`config.mk`:
```
export PLATFORM = sky130hd
export DESIGN_NAME = remote_transmitter
export DESIGN_NICKNAME = d
export VERILOG_FILES = /design/src/rtl/remote_pkg.sv /design/src/rtl/remote_carrier.sv /design/src/rtl/remote_transmitter.sv
export SDC_FILE = /design/constraint.sdc
export NUM_CORES = 1
export LEC_CHECK = 0
export BUFFER_PORTS_ARGS = -buffer_cell sky130_fd_sc_hd__buf_2
export CAP_MARGIN = 20
export CELL_PAD_IN_SITES_DETAIL_PLACEMENT = 0
export CELL_PAD_IN_SITES_GLOBAL_PLACEMENT = 1
export CORE_UTILIZATION = 43
export CTS_BUF_LIST = sky130_fd_sc_hd__clkbuf_2 sky130_fd_sc_hd__clkbuf_4 sky130_fd_sc_hd__clkbuf_8
export DETAILED_ROUTE_END_ITERATION = 8
export MAX_ROUTING_LAYER = met4
export PLACE_DENSITY_LB_ADDON = 0.1
export SLEW_MARGIN = 40
export SYNTH_ARGS = -nofsm -noshare
export SYNTH_HDL_FRONTEND = slang
export SYNTH_HIERARCHICAL = 1
export SYNTH_SLANG_ARGS = --single-unit
export TNS_END_PERCENT = 100
```
`constraint.sdc`:
```
create_clock -name Clk -period 2.74 [get_ports Clk]
set_input_delay 0.274 -clock Clk [delete_from_list [all_inputs] [get_ports Clk]]
set_output_delay 0.274 -clock Clk [all_outputs]
set_load 0.01 [all_outputs]
```
`src/rtl/remote_pkg.sv`:
```
// Shared NEC infrared definitions: transmitter FSM encoding, protocol unit
// counts, frame packing and the matching receiver-side frame decoder.
package remote_pkg;

  typedef enum logic [2:0] {
    IDLE,
    LEAD_MARK,
    LEAD_SPACE,
    BIT_MARK,
    BIT_SPACE,
    STOP_MARK,
    GAP
  } tx_state_t;

  localparam int LEAD_MARK_UNITS    = 16;
  localparam int LEAD_SPACE_UNITS   = 8;
  localparam int REPEAT_SPACE_UNITS = 4;
  localparam int BIT_MARK_UNITS     = 1;
  localparam int ZERO_SPACE_UNITS   = 1;
  localparam int ONE_SPACE_UNITS    = 3;
  localparam int STOP_MARK_UNITS    = 1;
  localparam int FRAME_BITS         = 32;

  typedef struct packed {
    logic       valid;
    logic [7:0] address;
    logic [7:0] command;
  } nec_decoded_t;

  function automatic logic is_mark(input tx_state_t s);
    return (s == LEAD_MARK) || (s == BIT_MARK) || (s == STOP_MARK);
  endfunction

  // Bit 0 goes on air first: Address, ~Address, Command, ~Command, each LSB first.
  function automatic logic [FRAME_BITS-1:0] nec_payload(input logic [7:0] address,
                                                        input logic [7:0] command);
    return {~command, command, ~address, address};
  endfunction

  function automatic nec_decoded_t nec_decode(input logic [FRAME_BITS-1:0] frame);
    nec_decoded_t d;
    d.address = frame[7:0];
    d.command = frame[23:16];
    d.valid   = (frame[15:8] == ~frame[7:0]) && (frame[31:24] == ~frame[23:16]);
    return d;
  endfunction

endpackage

```
`src/rtl/remote_carrier.sv`:
```
// Carrier modulator: gates a square wave onto the mark envelope, restarting
// the phase on every rising envelope so each mark begins with a high half-period.
module remote_carrier #(
  parameter int CARRIER_HALF = 658
) (
  input  logic Clk,
  input  logic Reset,
  input  logic envelope,
  input  logic envelope_next,
  output logic ir_out
);

  localparam int CNT_W = $clog2(CARRIER_HALF + 1);

  logic [CNT_W-1:0] cnt_reg;
  logic             ir_reg;

  // envelope_next is the value Envelope takes at this edge, so IR_Out lines up with it.
  always_ff @(posedge Clk) begin
    if (Reset) begin
      cnt_reg <= '0;
      ir_reg  <= 1'b0;
    end else if (!envelope_next) begin
      cnt_reg <= '0;
      ir_reg  <= 1'b0;
    end else if (!envelope) begin
      cnt_reg <= '0;
      ir_reg  <= 1'b1;
    end else if (cnt_reg == CNT_W'(CARRIER_HALF - 1)) begin
      cnt_reg <= '0;
      ir_reg  <= ~ir_reg;
    end else begin
      cnt_reg <= cnt_reg + 1'b1;
    end
  end

  assign ir_out = ir_reg;

endmodule

```
`src/rtl/remote_transmitter.sv`:
```
// NEC infrared transmitter: sends data or repeat frames on a fixed frame
// period, producing a registered mark envelope and carrier-modulated LED drive.
module remote_transmitter
  import remote_pkg::*;
#(
  parameter int UNIT_CYCLES  = 28125,
  parameter int CARRIER_HALF = 658,
  parameter int FRAME_UNITS  = 192
) (
  input  logic       Clk,
  input  logic       Reset,
  input  logic       Valid,
  output logic       Ready,
  input  logic [7:0] Address,
  input  logic [7:0] Command,
  input  logic       Repeat,
  output logic       Envelope,
  output logic       IR_Out
);

  localparam int TICK_W  = $clog2(UNIT_CYCLES + 1);
  localparam int FRAME_W = $clog2(FRAME_UNITS + 1);
  localparam int SEG_W   = 5;
  localparam int BIT_W   = $clog2(FRAME_BITS);

  tx_state_t             state_reg;
  tx_state_t             state_next;
  logic [TICK_W-1:0]     tick_reg;
  logic [SEG_W-1:0]      seg_reg;
  logic [SEG_W-1:0]      seg_len;
  logic [FRAME_W-1:0]    frame_reg;
  logic [BIT_W-1:0]      bit_reg;
  logic [FRAME_BITS-1:0] shift_reg;
  logic                  repeat_reg;
  logic                  ready_reg;
  logic                  envelope_reg;
  logic                  mark_next;
  logic                  accept;
  logic                  unit_done;
  logic                  seg_done;
  logic                  frame_done;

  always_comb begin
    accept     = Valid && ready_reg && !Reset;
    unit_done  = (tick_reg == TICK_W'(UNIT_CYCLES - 1));
    frame_done = unit_done && (frame_reg == FRAME_W'(FRAME_UNITS - 1));

    // Length in units of the segment currently on air.
    seg_len = SEG_W'(1);
    case (state_reg)
      LEAD_MARK:  seg_len = SEG_W'(LEAD_MARK_UNITS);
      LEAD_SPACE: seg_len = repeat_reg ? SEG_W'(REPEAT_SPACE_UNITS) : SEG_W'(LEAD_SPACE_UNITS);
      BIT_MARK:   seg_len = SEG_W'(BIT_MARK_UNITS);
      BIT_SPACE:  seg_len = shift_reg[0] ? SEG_W'(ONE_SPACE_UNITS) : SEG_W'(ZERO_SPACE_UNITS);
      STOP_MARK:  seg_len = SEG_W'(STOP_MARK_UNITS);
      default:    seg_len = SEG_W'(1);
    endcase
    seg_done = unit_done && (seg_reg == seg_len - SEG_W'(1));

    state_next = state_reg;
    case (state_reg)
      IDLE:       if (accept)     state_next = LEAD_MARK;
      LEAD_MARK:  if (seg_done)   state_next = LEAD_SPACE;
      LEAD_SPACE: if (seg_done)   state_next = repeat_reg ? STOP_MARK : BIT_MARK;
      BIT_MARK:   if (seg_done)   state_next = BIT_SPACE;
      BIT_SPACE:  if (seg_done)   state_next = (bit_reg == BIT_W'(FRAME_BITS - 1)) ? STOP_MARK : BIT_MARK;
      STOP_MARK:  if (seg_done)   state_next = GAP;
      GAP:        if (frame_done) state_next = IDLE;
      default:                    state_next = IDLE;
    endcase
    if (Reset) state_next = IDLE;

    mark_next = is_mark(state_next);
  end

  always_ff @(posedge Clk) begin
    if (Reset) begin
      state_reg    <= IDLE;
      tick_reg     <= '0;
      seg_reg      <= '0;
      frame_reg    <= '0;
      bit_reg      <= '0;
      shift_reg    <= '0;
      repeat_reg   <= 1'b0;
      ready_reg    <= 1'b1;
      envelope_reg <= 1'b0;
    end else begin
      state_reg    <= state_next;
      ready_reg    <= (state_next == IDLE);
      envelope_reg <= mark_next;
      if (accept) begin
        tick_reg   <= '0;
        seg_reg    <= '0;
        frame_reg  <= '0;
        bit_reg    <= '0;
        shift_reg  <= nec_payload(Address, Command);
        repeat_reg <= Repeat;
      end else if (state_reg != IDLE) begin
        // Every segment is a whole number of units, so one free-running tick serves all.
        tick_reg <= unit_done ? '0 : tick_reg + 1'b1;
        if (unit_done) begin
          frame_reg <= frame_reg + 1'b1;
          seg_reg   <= seg_done ? '0 : seg_reg + 1'b1;
        end
        if (seg_done && state_reg == BIT_SPACE) begin
          shift_reg <= shift_reg >> 1;
          bit_reg   <= bit_reg + 1'b1;
        end
      end
    end
  end

  remote_carrier #(
    .CARRIER_HALF (CARRIER_HALF)
  ) u_carrier (
    .Clk           (Clk),
    .Reset         (Reset),
    .envelope      (envelope_reg),
    .envelope_next (mark_next),
    .ir_out        (IR_Out)
  );

  assign Envelope = envelope_reg;
  assign Ready    = ready_reg;

endmodule

```
==> results of run 1 <==
[cells in the mapped netlist, types with 2 or more instances]
| master | n | area share [%] |
|---|---|---|
| nor2_1 | 61 | 5.9 |
| o21a_1 | 2 | 0.39 |
| and3_1 | 5 | 0.81 |
| o21ai_0 | 8 | 1.0 |
| a31oi_1 | 20 | 3.2 |
| or3_1 | 5 | 0.81 |
| o31ai_1 | 2 | 0.39 |
| nand2b_1 | 4 | 0.65 |
| xor2_1 | 19 | 4.3 |
| a211oi_1 | 5 | 0.97 |
| a21oi_1 | 15 | 1.9 |
| nor3_1 | 4 | 0.52 |
| xnor2_1 | 14 | 3.2 |
| buf_6 | 2 | 0.58 |
| dfxtp_1 | 82 | 43 |
| inv_1 | 10 | 0.97 |
| clkbuf_1 | 25 | 2.4 |
| nand3_1 | 10 | 1.3 |
| nand3b_1 | 2 | 0.39 |
| or4_1 | 2 | 0.39 |
| a21o_1 | 4 | 0.78 |
| nand4_1 | 14 | 2.3 |
| ha_1 | 9 | 2.9 |
| mux2i_1 | 2 | 0.52 |
| a31o_2 | 15 | 3.4 |
| nand2_1 | 84 | 8.2 |
| a311oi_1 | 17 | 3.9 |
[area by class of cell]
class,count,area [µm²],area share (%)
Sequential cell,82,1650,36.3
Timing Repair Buffer,50,362,7.98
Tap cell,108,135,2.98
Clock inverter,6,33.8,0.745
Clock buffer,10,131,2.90
Multi-Input combinational cell,344,2190,48.2
Inverter,10,37.5,0.828
[per-layer routing]
layer | wire [µm] | global-route usage (%) | vias up
met1 | 4360 | 27.0 | 1535
met2 | 3930 | 28.0 | 47
li1 | - | - | 1698
met5 | 0 | - | -
met3 | 262 | 2.82 | 12
met4 | 156 | 8.04 | 0
[where the power goes]
| group | total [W] | switching, W | internal [W] | leakage, nW |
|---|---|---|---|---|
| logic | 0.000235 | 0.000133 | 0.000102 | 0.879 |
| registers | 0.00127 | 0.0000296 | 0.00124 | 0.670 |
| clock network | 0.000768 | 0.000435 | 0.000333 | 0.0930 |
[final timing paths]
check                             endpoint  cells past startpoint  slack [ps]         start
worst max-delay path            bit_reg[2]                     12          50  state_reg[0]
worst min-delay path            repeat_reg                      3         190        Repeat
worst max register to register  bit_reg[2]                     12          50  state_reg[0]
worst min register to register  bit_reg[4]                      2         460    bit_reg[4]
[metrics by stage]
stage	utilization, %	setup TNS, ps
2_1_floorplan	-	0
3_3_place_gp	47.8	0
3_5_place_dp	47.8	-239
4_1_cts	49.8	0
5_1_grt	52.0	-2350
6_report	52.0	0
[repair_timing]
action                     CTS  global route
pin swaps                    0            19
cloned                       0             4
resized for setup            2            18
setup endpoints to repair   10            40
buffers inserted             0             5
[cells by family (layout without fill, tap and decap cells)]
kind of cell	after synthesis	in the layout	synth area share [%]
simple gates	207	207	25.3
compound gates	92	93	17.0
flops	82	82	42.6
buf+inv	38	76	4.12
xor+xnor	33	33	7.50
fa+ha+maj	9	9	2.92
mux	2	2	0.519
[worst max-delay path: cells and delay by family (launching register included)]
kind | cells | cell delay [ps]
fa+ha+maj | 1 | 250
simple gates | 5 | 1100
flops | 1 | 370
xor+xnor | 2 | 220
buf+inv | 2 | 360
compound gates | 2 | 320
==> flow_summary.ini, run 1 <==
[synthesis]
ys_ff_latch = 82
yosysWarningCount = 6
synth_area_um2 = 3850
syn_area_per_cell_um2 = 8.33
synth_cell_types = 48
synthCells = 463
synth_edf_count = 0
async_flop_share_pct = 0
ys.flop_type = dfxtp_1
ys_seq_area_share_pct = 42.6
syn_nets = 492

[power_and_ir_drop]
power_w = 0.00228
peakVddDrop_mv = 0.239
pwr_density_cell_nw_per_um2 = 502
power.leakage_nw = 1.64

[grt]
gr-usage-all-layers_pct = 19.3
global_route.overflow_total = 0
grt_pass1_vias = 3013
antenna_found_initial = 0
grt_max_degree = 47
grt_pass1_wl_mm = 14.6

[worst_setup_path]
cp.required_ps = 3020
critical_path_class = flip-flop to flip-flop
slowest_delay_ps = 420
critPathLaunchType = flip-flop
cp_max_fo = 18
arrival_ps = 2970
cp-end-kind = flip-flop
slowest_stage = or3_4
crit_chain = a21o_1, nor2_1, ha_2, xnor2_2, xnor2_1, or3_4, buf_4, nor4b_4, buf_12, nand2_1, or2_0, a21oi_1

[status]
status = complete, no violations

[clock_tree]
cts_tree = built
ctsLongestPathBuffers = 2
cts_made_buffers = 9
clk_latency_ps = 350
root_buffer = clkbuf_8
holdBufCountCts = 0
cts_sinks = 82
htreeDepth = 3
clk_pin_slew_ps = 80

[cells_and_area]
final_common_cell = nand2_1
syn_to_final_growth_pct = 17.6
final_area_um2 = 4530
final_cells = 610
fillCellCount = 834
layout_common_cells = nand2_1 (84), dfxtp_1 (80), nor2_1 (60)
antennaDiodeCount = 0
largest_reg_flops = 32
final_net_count = 526
layout-drive-gt1-share_pct = 21.5

[place]
portBuffers = 22
hpwl_mm = 5.47
place_ws_ps = -55.0
place_area_um2 = 4170
gp_congestion = 0.849
dp_cells = 585

[sta]
clock_skew_ps = 11.3
min_period_ps = 2690
max-slew-margin-rel_pct = 68.1
rsz0062_at_grt = true
finalCritPeriodShare_pct = 98.2
final-hold-violation-count = 0
timing.final.ws_setup_ps = 49.7
fmax_mhz = 372
timing.hold.ws_ps = 188
final_max_slew_viol_count = 0
tightestPinTransition_ps = 478
setup_viol = 0

[floorplan]
coreArea_um2 = 8720
fp.dieW_um = 96.7
dieArea_um2 = 9350
ioPinCount = 23
start_util_pct = 44.2
dieHeight_um = 96.7
rows = 34

[routing]
dr.pass1.iters = 4
wl_per_cell_um = 14.3
drc = 0
wl_mm = 8.70
drt_first_iter_violations = 114
via_count = 3292
viasPerCell = 5.40
drtAntennaViolNets = 0

[worst_hold_path]
hold_path_class = input port to flip-flop

[run]
cap_viol_max_count = 0
Note: power is estimated with default switching activity, not from simulation.
==> inputs of run 2 (changes only) <==
--- a/config.mk
+++ b/config.mk
@@ -5,10 +5,12 @@
 export SDC_FILE = /design/constraint.sdc
 export NUM_CORES = 1
 export LEC_CHECK = 0
+export ABC_AREA = 0
 export BUFFER_PORTS_ARGS = -buffer_cell sky130_fd_sc_hd__buf_2
 export CAP_MARGIN = 20
 export CELL_PAD_IN_SITES_DETAIL_PLACEMENT = 0
 export CELL_PAD_IN_SITES_GLOBAL_PLACEMENT = 1
+export CORE_ASPECT_RATIO = 0.5
 export CORE_UTILIZATION = 43
 export CTS_BUF_LIST = sky130_fd_sc_hd__clkbuf_2 sky130_fd_sc_hd__clkbuf_4 sky130_fd_sc_hd__clkbuf_8
 export DETAILED_ROUTE_END_ITERATION = 8
==> flow_summary.ini, run 2 (synthesis results as in run 1) <==
[grt]
antenna_found_initial = 0
global_route.overflow_total = 0
grt_pass1_vias = 2993
gr-usage-all-layers_pct = 20.2
grt_pass1_wl_mm = 14.2
grt_max_degree = 51

[routing]
wirelength_met1_mm = 4.37
via_count = 3343
drt_first_iter_violations = 176
wl_per_cell_um = 14.2
drc = 0
viasPerCell = 5.48
wl_mm = 8.69
met2_length_mm = 3.97
drtAntennaViolNets = 0
dr.pass1.iters = 5
wl_met3_um = 275
highest_layer = met4

[place]
gp_congestion = 0.827
portBuffers = 22
hpwl_mm = 5.76
place_ws_ps = -50.4

[sta]
final_max_slew_viol_count = 0
rsz0062_at_grt = true
final-hold-violation-count = 0
fmax_mhz = 375
timing.final.ws_setup_ps = 69.9
timing.hold.ws_ps = 178
setup_viol = 0
min_period_ps = 2670
finalCritPeriodShare_pct = 97.4
max-slew-margin-rel_pct = 64.0
tightestPinTransition_ps = 537
finalSetupTns_ps = 0
clock_skew_ps = 11.6

[worst_setup_path]
slowest_delay_ps = 410
critical_path_class = flip-flop to flip-flop
crit_chain = a21o_1, nor2_2, ha_2, xnor2_2, xnor2_1, or3_4, nor3_4, o21bai_2, a211oi_2, and3b_2, o31ai_4, a21oi_1
cp_max_fo = 5
cp-end-kind = flip-flop
path_delay_family = simple AND/OR/NAND/NOR gates
slowest_stage = or3_4
cp.required_ps = 3020
arrival_ps = 2950
critPathLaunchType = flip-flop
path_buf_inv = 0

[status]
status = complete, no violations

[power_and_ir_drop]
peakVddDrop_mv = 0.219
power.leakage_nw = 1.65
pwr_density_cell_nw_per_um2 = 572

[clock_tree]
root_buffer = clkbuf_8
cts_made_buffers = 9
ctsLongestPathBuffers = 2
clk_latency_ps = 350
clk_pin_slew_ps = 80
cts_sinks = 82
cts_tree = built
htreeDepth = 3
holdBufCountCts = 0

[floorplan]
dieHeight_um = 69.0
ioPinCount = 23
coreArea_um2 = 8350
fp.dieW_um = 136
rows = 23
dieArea_um2 = 9370
start_util_pct = 46.2

[worst_hold_path]
hold_path_class = input port to flip-flop

[cells_and_area]
final_common_cell = nand2_1
antennaDiodeCount = 0
layout-drive-gt1-share_pct = 20.1
largest_reg_flops = 32
syn_to_final_growth_pct = 18.0
fillCellCount = 785
final_net_count = 522
layout_common_cells = nand2_1 (84), dfxtp_1 (80), nor2_1 (58)

[run]
cap_viol_max_count = 0
-- run 2: repair_timing --
| item | CTS | global route |
|---|---|---|
| endpoints found under the setup margin | 11 | 24 |
| resized for setup | 7 | 7 |
| gates cloned | 0 | 1 |
| pin swaps | 6 | 7 |
| setup buffers | 4 | 4 |
-- run 2: final timing paths --
path,to,from,slack (ps),cells after the start
max,u_carrier/cnt_reg[5],state_reg[1],70,12
min,repeat_reg,Repeat,180,3
max reg2reg,u_carrier/cnt_reg[5],state_reg[1],70,12
min reg2reg,bit_reg[4],bit_reg[4],460,2
-- run 2: power by group --
part	internal, W	switching, W
logic	0.000101	0.000131
registers	0.00124	0.0000289
clock network	0.000666	0.000430
total	0.00201	0.000591
-- run 2: metal layers --
layer | up-vias | track usage (%)
li1 | 1686 | -
met3 | 10 | 4.61
met1 | 1600 | 25.3
met4 | 0 | 6.67
met5 | - | -
met2 | 47 | 32.8
-- run 2: final cells by class --
type                    count  area (µm²)  area share, %
clock buffers              12         159           3.49
clock inverters             4        97.6           2.15
inverters                  10        37.5          0.825
multi-input cells         344        2150           47.4
flip-flops and latches     82        1640           36.1
well taps                 112         140           3.08
repair buffers             46         315           6.93
-- run 2: per-stage QoR --
stage               power (W)  cell area, µm²  utilization, %  instances
finish                0.00260            4550            54.5        610
global route          0.00271            4550            54.5        610
global placement      0.00151            4160            49.9        585
detailed placement    0.00152            4160            49.9        585
floorplan             0.00145            3890               -        463
CTS                   0.00262            4470            53.6        605
-- run 2: tightest hold or removal path, cell delays in order --
cell and delay, ps:
buf_2 100, nand3_1 50, a21oi_1 50
